==> src/rtl/flash_adc_pkg.sv <==
// Shared types and helpers for the flash ADC back-end.
//   mode_e     : reduction mode encoding (value 3 is reserved and treated as SINGLE)
//   therm_len  : comparator count for a given resolution
//   majority3  : 2-of-3 vote used for bubble correction
//   popcount   : ones count over a zero-extended thermometer vector
package flash_adc_pkg;

  typedef enum logic [1:0] {
    MODE_SINGLE  = 2'd0,
    MODE_AVERAGE = 2'd1,
    MODE_PEAK    = 2'd2
  } mode_e;

  // Widest thermometer the popcount helper accepts (BITS up to 8).
  localparam int unsigned MAX_THERM = 255;

  function automatic int unsigned therm_len(input int unsigned bits);
    return (32'd1 << bits) - 32'd1;
  endfunction

  function automatic logic majority3(input logic a, input logic b, input logic c);
    return (a & b) | (a & c) | (b & c);
  endfunction

  function automatic int unsigned popcount(input logic [MAX_THERM-1:0] v);
    int unsigned n;
    n = 0;
    for (int i = 0; i < MAX_THERM; i++) n += 32'(v[i]);
    return n;
  endfunction

endpackage

==> src/rtl/flash_adc_therm_encoder.sv <==
// Bubble-corrects a synchronised thermometer code, encodes it to binary and
// registers the code when a sample is requested.
//   clk, rst   : clock, asynchronous active-high reset
//   therm      : synchronised comparator vector (L bits)
//   sample_en  : capture strobe
//   e_code     : registered binary code
//   e_vld      : e_code was captured on the previous edge
module flash_adc_therm_encoder
  import flash_adc_pkg::*;
#(
  parameter int unsigned BITS = 4
) (
  input  logic                       clk,
  input  logic                       rst,
  input  logic [therm_len(BITS)-1:0] therm,
  input  logic                       sample_en,
  output logic [BITS-1:0]            e_code,
  output logic                       e_vld
);

  localparam int unsigned L = therm_len(BITS);

  logic [L+1:0]           ext;
  logic [L-1:0]           corr;
  logic [MAX_THERM-1:0]   corr_ext;
  logic [BITS-1:0]        code_c;

  // Boundary bits: below threshold 0 counts as "above", above the top as "below".
  assign ext = {1'b0, therm, 1'b1};

  // Each bit is voted with its two neighbours to remove single-bit bubbles.
  always_comb begin
    corr = '0;
    for (int i = 0; i < int'(L); i++) corr[i] = majority3(ext[i], ext[i+1], ext[i+2]);
  end

  assign corr_ext = MAX_THERM'(corr);
  assign code_c   = BITS'(popcount(corr_ext));

  // Stage E register.
  always_ff @(posedge clk or posedge rst) begin
    if (rst) begin
      e_code <= '0;
      e_vld  <= 1'b0;
    end else begin
      e_vld <= sample_en;
      if (sample_en) e_code <= code_c;
    end
  end

endmodule

==> src/rtl/flash_adc_backend.sv <==
// Flash ADC digital back-end: synchronises the comparator bank, encodes,
// optionally averages or peak-holds over a window, and presents the result on
// a valid/ready port with a sticky overrun flag.
//   clk, rst   : clock, asynchronous active-high reset
//   therm_in   : raw asynchronous comparator outputs (L bits)
//   sample_en  : take a sample this cycle
//   mode       : 0 SINGLE, 1 AVERAGE, 2 PEAK, 3 behaves as SINGLE
//   ovr_clr    : clears overrun (a same-cycle overrun event wins)
//   out_ready  : consumer accepts dout
//   dout       : result
//   out_valid  : dout holds an unaccepted result
//   overrun    : a result was dropped
module flash_adc_backend
  import flash_adc_pkg::*;
#(
  parameter int unsigned BITS        = 4,
  parameter int unsigned AVG_LOG2    = 2,
  parameter int unsigned SYNC_STAGES = 2
) (
  input  logic                       clk,
  input  logic                       rst,
  input  logic [therm_len(BITS)-1:0] therm_in,
  input  logic                       sample_en,
  input  logic [1:0]                 mode,
  input  logic                       ovr_clr,
  input  logic                       out_ready,
  output logic [BITS-1:0]            dout,
  output logic                       out_valid,
  output logic                       overrun
);

  localparam int unsigned L     = therm_len(BITS);
  localparam int unsigned W     = 32'd1 << AVG_LOG2;
  localparam int unsigned ACC_W = BITS + AVG_LOG2;
  localparam int unsigned CNT_W = (AVG_LOG2 > 0) ? AVG_LOG2 : 1;
  localparam logic [CNT_W-1:0] CNT_LAST = CNT_W'(W - 1);

  logic [L-1:0]     sync_q [SYNC_STAGES];
  logic [BITS-1:0]  e_code;
  logic             e_vld;
  logic [1:0]       mode_q;
  logic             mode_chg_c;
  mode_e            mode_s;

  logic [ACC_W-1:0] acc, acc_d, sum_c;
  logic [CNT_W-1:0] cnt, cnt_d;
  logic [BITS-1:0]  peak, peak_d, pk_c;
  logic             res_vld_c;
  logic [BITS-1:0]  res_c;

  // Metastability synchroniser, free-running.
  always_ff @(posedge clk or posedge rst) begin
    if (rst) begin
      for (int i = 0; i < int'(SYNC_STAGES); i++) sync_q[i] <= '0;
    end else begin
      sync_q[0] <= therm_in;
      for (int i = 1; i < int'(SYNC_STAGES); i++) sync_q[i] <= sync_q[i-1];
    end
  end

  flash_adc_therm_encoder #(.BITS(BITS)) u_enc (
    .clk       (clk),
    .rst       (rst),
    .therm     (sync_q[SYNC_STAGES-1]),
    .sample_en (sample_en),
    .e_code    (e_code),
    .e_vld     (e_vld)
  );

  // Mode change is seen the first cycle the new value differs from last cycle's.
  assign mode_chg_c = (mode != mode_q);
  assign mode_s     = mode_e'(mode);

  // Window reduction; a mode change starts a fresh window that includes this cycle's sample.
  always_comb begin
    acc_d     = acc;
    cnt_d     = cnt;
    peak_d    = peak;
    sum_c     = '0;
    pk_c      = '0;
    res_vld_c = 1'b0;
    res_c     = '0;
    if (mode_chg_c) begin
      acc_d  = '0;
      cnt_d  = '0;
      peak_d = '0;
    end
    if (e_vld) begin
      case (mode_s)
        MODE_AVERAGE: begin
          sum_c = acc_d + ACC_W'(e_code);
          if (cnt_d == CNT_LAST) begin
            res_vld_c = 1'b1;
            res_c     = BITS'(sum_c >> AVG_LOG2);
            acc_d     = '0;
            cnt_d     = '0;
          end else begin
            acc_d = sum_c;
            cnt_d = cnt_d + CNT_W'(1);
          end
        end
        MODE_PEAK: begin
          pk_c = (e_code > peak_d) ? e_code : peak_d;
          if (cnt_d == CNT_LAST) begin
            res_vld_c = 1'b1;
            res_c     = pk_c;
            peak_d    = '0;
            cnt_d     = '0;
          end else begin
            peak_d = pk_c;
            cnt_d  = cnt_d + CNT_W'(1);
          end
        end
        default: begin
          res_vld_c = 1'b1;
          res_c     = e_code;
        end
      endcase
    end
  end

  always_ff @(posedge clk or posedge rst) begin
    if (rst) begin
      mode_q <= '0;
      acc    <= '0;
      cnt    <= '0;
      peak   <= '0;
    end else begin
      mode_q <= mode;
      acc    <= acc_d;
      cnt    <= cnt_d;
      peak   <= peak_d;
    end
  end

  // Output holding register and overrun flag.
  always_ff @(posedge clk or posedge rst) begin
    if (rst) begin
      dout      <= '0;
      out_valid <= 1'b0;
      overrun   <= 1'b0;
    end else begin
      if (res_vld_c && (!out_valid || out_ready)) begin
        dout      <= res_c;
        out_valid <= 1'b1;
      end else if (out_valid && out_ready) begin
        out_valid <= 1'b0;
      end
      if (res_vld_c && out_valid && !out_ready) overrun <= 1'b1;
      else if (ovr_clr)                         overrun <= 1'b0;
    end
  end

endmodule

==> config.mk <==
export PLATFORM = sky130hd
export DESIGN_NAME = flash_adc_backend
export DESIGN_NICKNAME = d
export VERILOG_FILES = /design/src/rtl/flash_adc_pkg.sv /design/src/rtl/flash_adc_therm_encoder.sv /design/src/rtl/flash_adc_backend.sv
export SDC_FILE = /design/constraint.sdc
export NUM_CORES = 1
export LEC_CHECK = 0
export BUFFER_PORTS_ARGS = -buffer_cell sky130_fd_sc_hd__clkbuf_2
export CAP_MARGIN = 20
export CELL_PAD_IN_SITES_DETAIL_PLACEMENT = 2
export CELL_PAD_IN_SITES_GLOBAL_PLACEMENT = 2
export CORE_MARGIN = 2
export CORE_UTILIZATION = 36
export DETAILED_ROUTE_END_ITERATION = 12
export GPL_ROUTABILITY_DRIVEN = 1
export PLACE_DENSITY_LB_ADDON = 0.05
export SYNTH_ARGS = -nofsm -noshare
export SYNTH_HDL_FRONTEND = slang
export SYNTH_SLANG_ARGS = --single-unit
==> constraint.sdc <==
create_clock -name clk -period 4.39 [get_ports clk]
set_input_delay 1.0975 -clock clk [delete_from_list [all_inputs] [get_ports clk]]
set_output_delay 1.0975 -clock clk [all_outputs]
set_load 0.005 [all_outputs]
==> summary.txt <==
Run status
  • Outcome: finished clean

Yosys
  • Post-Syn Nets: 289
  • Synthesis Warnings: 0
  • Mean cell area of the mapped netlist: 11.75 sq um
  • Post-synth ARST share: 100.0%
  • Seq cells post-synth: 55
  • Share of the synthesized area in the top cell type: 48.82%
  • Post-synthesis sequential area ratio: 48.82%
  • Post-synth top flop: dfrtp_1
  • Post-synth cell types: 43
  • Yosys top cell by area: dfrtp_1
  • Area of the mapped netlist: 2819 sq um
  • Number of synthesized flops with an enable pin: 0
  • Synth top area cells: dfrtp_1 49%, ha_1 7.5%, fa_1 7.1%
  • Post-synth top cells: 55 x dfrtp_1, 22 x inv_1, 17 x ha_1
  • Most frequent cell after synthesis: dfrtp_1
  • Syn Inst Count: 240

Critical path
  • Worst path cell trace: or2_2, ha_4, fa_1, fa_1, fa_1, inv_1, fa_1, inv_1, ha_1, inv_1, fa_1, xnor2_1, mux2_2
  • CP most frequent cell: fa_1
  • Worst Setup End Kind: flip-flop
  • CP delay by family, top: adder cells
  • Crit-path max cell delay: 550 ps
  • CP max stage cell: fa_1
  • Startpoint Class: flip-flop
  • Critical path buffer and inverter count: 3
  • CP Class: flip-flop to flip-flop
  • Worst Path Max Fanout: 3
  • Critical Path RT: 4600 ps
  • Crit path DAT: 4410 ps

Global route
  • Largest net degree at the start of global routing: 29
  • First-pass GRT wire length: 10770 um
  • Total gr overflow: 0
  • Gr usage total: 16.60%
  • Vias in the first global route: 2042
  • Initial antenna violation count: 0

STA
  • Slew @ Worst Pin: 624.6 ps
  • Setup TNS: 0 ps
  • Worst hold margin: 357.5 ps
  • Period utilization: 95.70%
  • F_max: 0.2380 GHz
  • RSZ-0062 raised after global routing: no
  • Fin. Hold Viols: 0
  • Min Tclk post-route: 4201 ps
  • Headroom to the max-slew limit: 58.30%
  • Final worst slack: 188.6 ps
  • Fin. max-slew vios: 0
  • Clock skew: 4.598 ps
  • Endpoints failing setup: 0

Power and ir drop
  • Total power: 1.487 mW
  • Worst vdd ir: 0.1556 mV
  • Lkg Pwr: 1.505 nW
  • Pwr dens: 467.7 nW/um^2

Die
  • Die X: 92.49 um
  • Initial Util: 36.86%
  • # rows: 32
  • Die Area: 8554 sq um
  • Core area: 7647 sq um
  • Chip Height: 92.49 um
  • # IOs: 28

Place
  • Hpwl dp: 4837 um
  • Placer congestion estimate: 0.7254
  • Post-place setup slack: 40.93 ps
  • Placed cells: 367
  • Port-buffer cells: 27
  • Placed cell areas: 3067 sq um

Clock network
  • Clock-pin slew on the worst setup and hold paths: 100 ps
  • H-tree depth: 2
  • Deepest clock path buffer count: 2
  • Clock latency on the worst-skew pair: 310 ps
  • Clk Tree Root Cell: clkbuf_8
  • CTS tree: built
  • Clock Sinks: 55
  • Hold_buf cts: 0
  • Total CTS buffers: 5

Route
  • Number of DRC markers in iteration 0: 71
  • WL met1: 3312 um
  • Drc violations: 0
  • Routed vias: 1830
  • Routed length on met3: 138 um
  • WL final: 6339 um
  • Routed wl met2: 2817 um
  • Routed vias/inst: 4.880
  • Post-route ant nets: 0
  • Highest metal used: met4
  • Mean routed wirelength per cell: 16.90 um
  • First-pass DRT Iterations: 4

Layout
  • N_diodes: 0
  • Final nets: 321
  • Fraction of layout cells with a size suffix above 1: 23.44%
  • Filler cell count: 777
  • Non-Filler Cell Area, Final: 3179 sq um
  • Synth-to-layout area growth: 12.78%
  • Non-Filler Instances: 375
  • Finished Core Util: 41.57%

Worst hold path
  • Hold crit path type: flip-flop to flip-flop

Job
  • MaxCap Viol Count: 0
cell usage in the layout (no fill, tap or decap), drive strengths merged, types with 2 or more instances in the layout:
| cell type | instances |
|---|---|
| a21o | 5 |
| a21oi | 10 |
| a22o | 2 |
| a31oi | 4 |
| and2 | 3 |
| and3 | 9 |
| buf | 5 |
| clkbuf | 33 |
| dfrtp | 55 |
| fa | 10 |
| ha | 17 |
| inv | 22 |
| maj3 | 11 |
| mux2 | 3 |
| mux2i | 2 |
| nand2 | 12 |
| nand2b | 3 |
| nand3 | 9 |
| nand3b | 3 |
| nand4 | 4 |
| nor2 | 6 |
| nor2b | 3 |
| o211ai | 3 |
| o21ai | 13 |
| o22ai | 2 |
| o31a | 2 |
| or3 | 2 |
| or3b | 3 |
| xnor2 | 6 |
| xor2 | 3 |
worst paths after layout:
kind	cells past startpoint	start	end	slack [ps]
hold / removal	0	sync_q[21]	sync_q[6]	360
min in group asynchronous	2	rst	u_enc.e_vld	830
max in group asynchronous	3	rst	sync_q[25]	2770
setup / recovery	13	sync_q[1]	u_enc.e_code[2]	190
hold reg to reg	0	sync_q[21]	sync_q[6]	360
setup reg to reg	13	sync_q[1]	u_enc.e_code[2]	190
layer usage:
layer	track usage, %	up-vias
met5	0	-
met4	4.478	0
met3	2.685	5
met2	25.85	20
met1	24.09	914
li1	-	891
where the power goes:
group | internal [mW] | switching [mW]
logic | 0.252 | 0.295
clock network | 0.129 | 0.177
registers | 0.569 | 0.0638
total | 0.951 | 0.536
state kept, by name, summed over array words and instances, names as in the netlist:
signal        count
peak              4
out_valid         1
overrun           1
sync_q           30
acc               6
mode_q            2
u_enc.e_code      4
u_enc.e_vld       1
cnt               2
dout              4
cell families after synthesis:
logic type,count (synthesis),synth area share [%]
fa+ha+maj,38,18.55
xor+xnor,9,3.329
mux,5,1.909
buf+inv,29,4.793
flops,55,48.82
simple gates,59,12.56
compound gates,45,10.03
what timing repair did:
action,in CTS,in global routing
buffers inserted,0,0
endpoints found under the setup margin,0,2
gates resized for setup,0,2
area by class of cell:
cell class	count	area, sq um	share of cell area (%)
clock buffers	6	82.58	2.597
clock inverters	2	16.27	0.5116
inverters	22	82.58	2.597
multi-input cells	156	1321	41.56
flip-flops and latches	55	1376	43.29
well taps	102	127.6	4.014
repair buffers	32	172.7	5.431
worst register-to-register path: cells and delay by family, from the launching register on:
kind | cells | cell delay, ps
and+or+nand+nor | 1 | 330
DFF | 1 | 410
adders and majority gates | 7 | 2780
muxes | 1 | 260
xor gates and xnor gates | 1 | 140
buffers and inverters | 3 | 180
(Power assumes the default switching activity.)
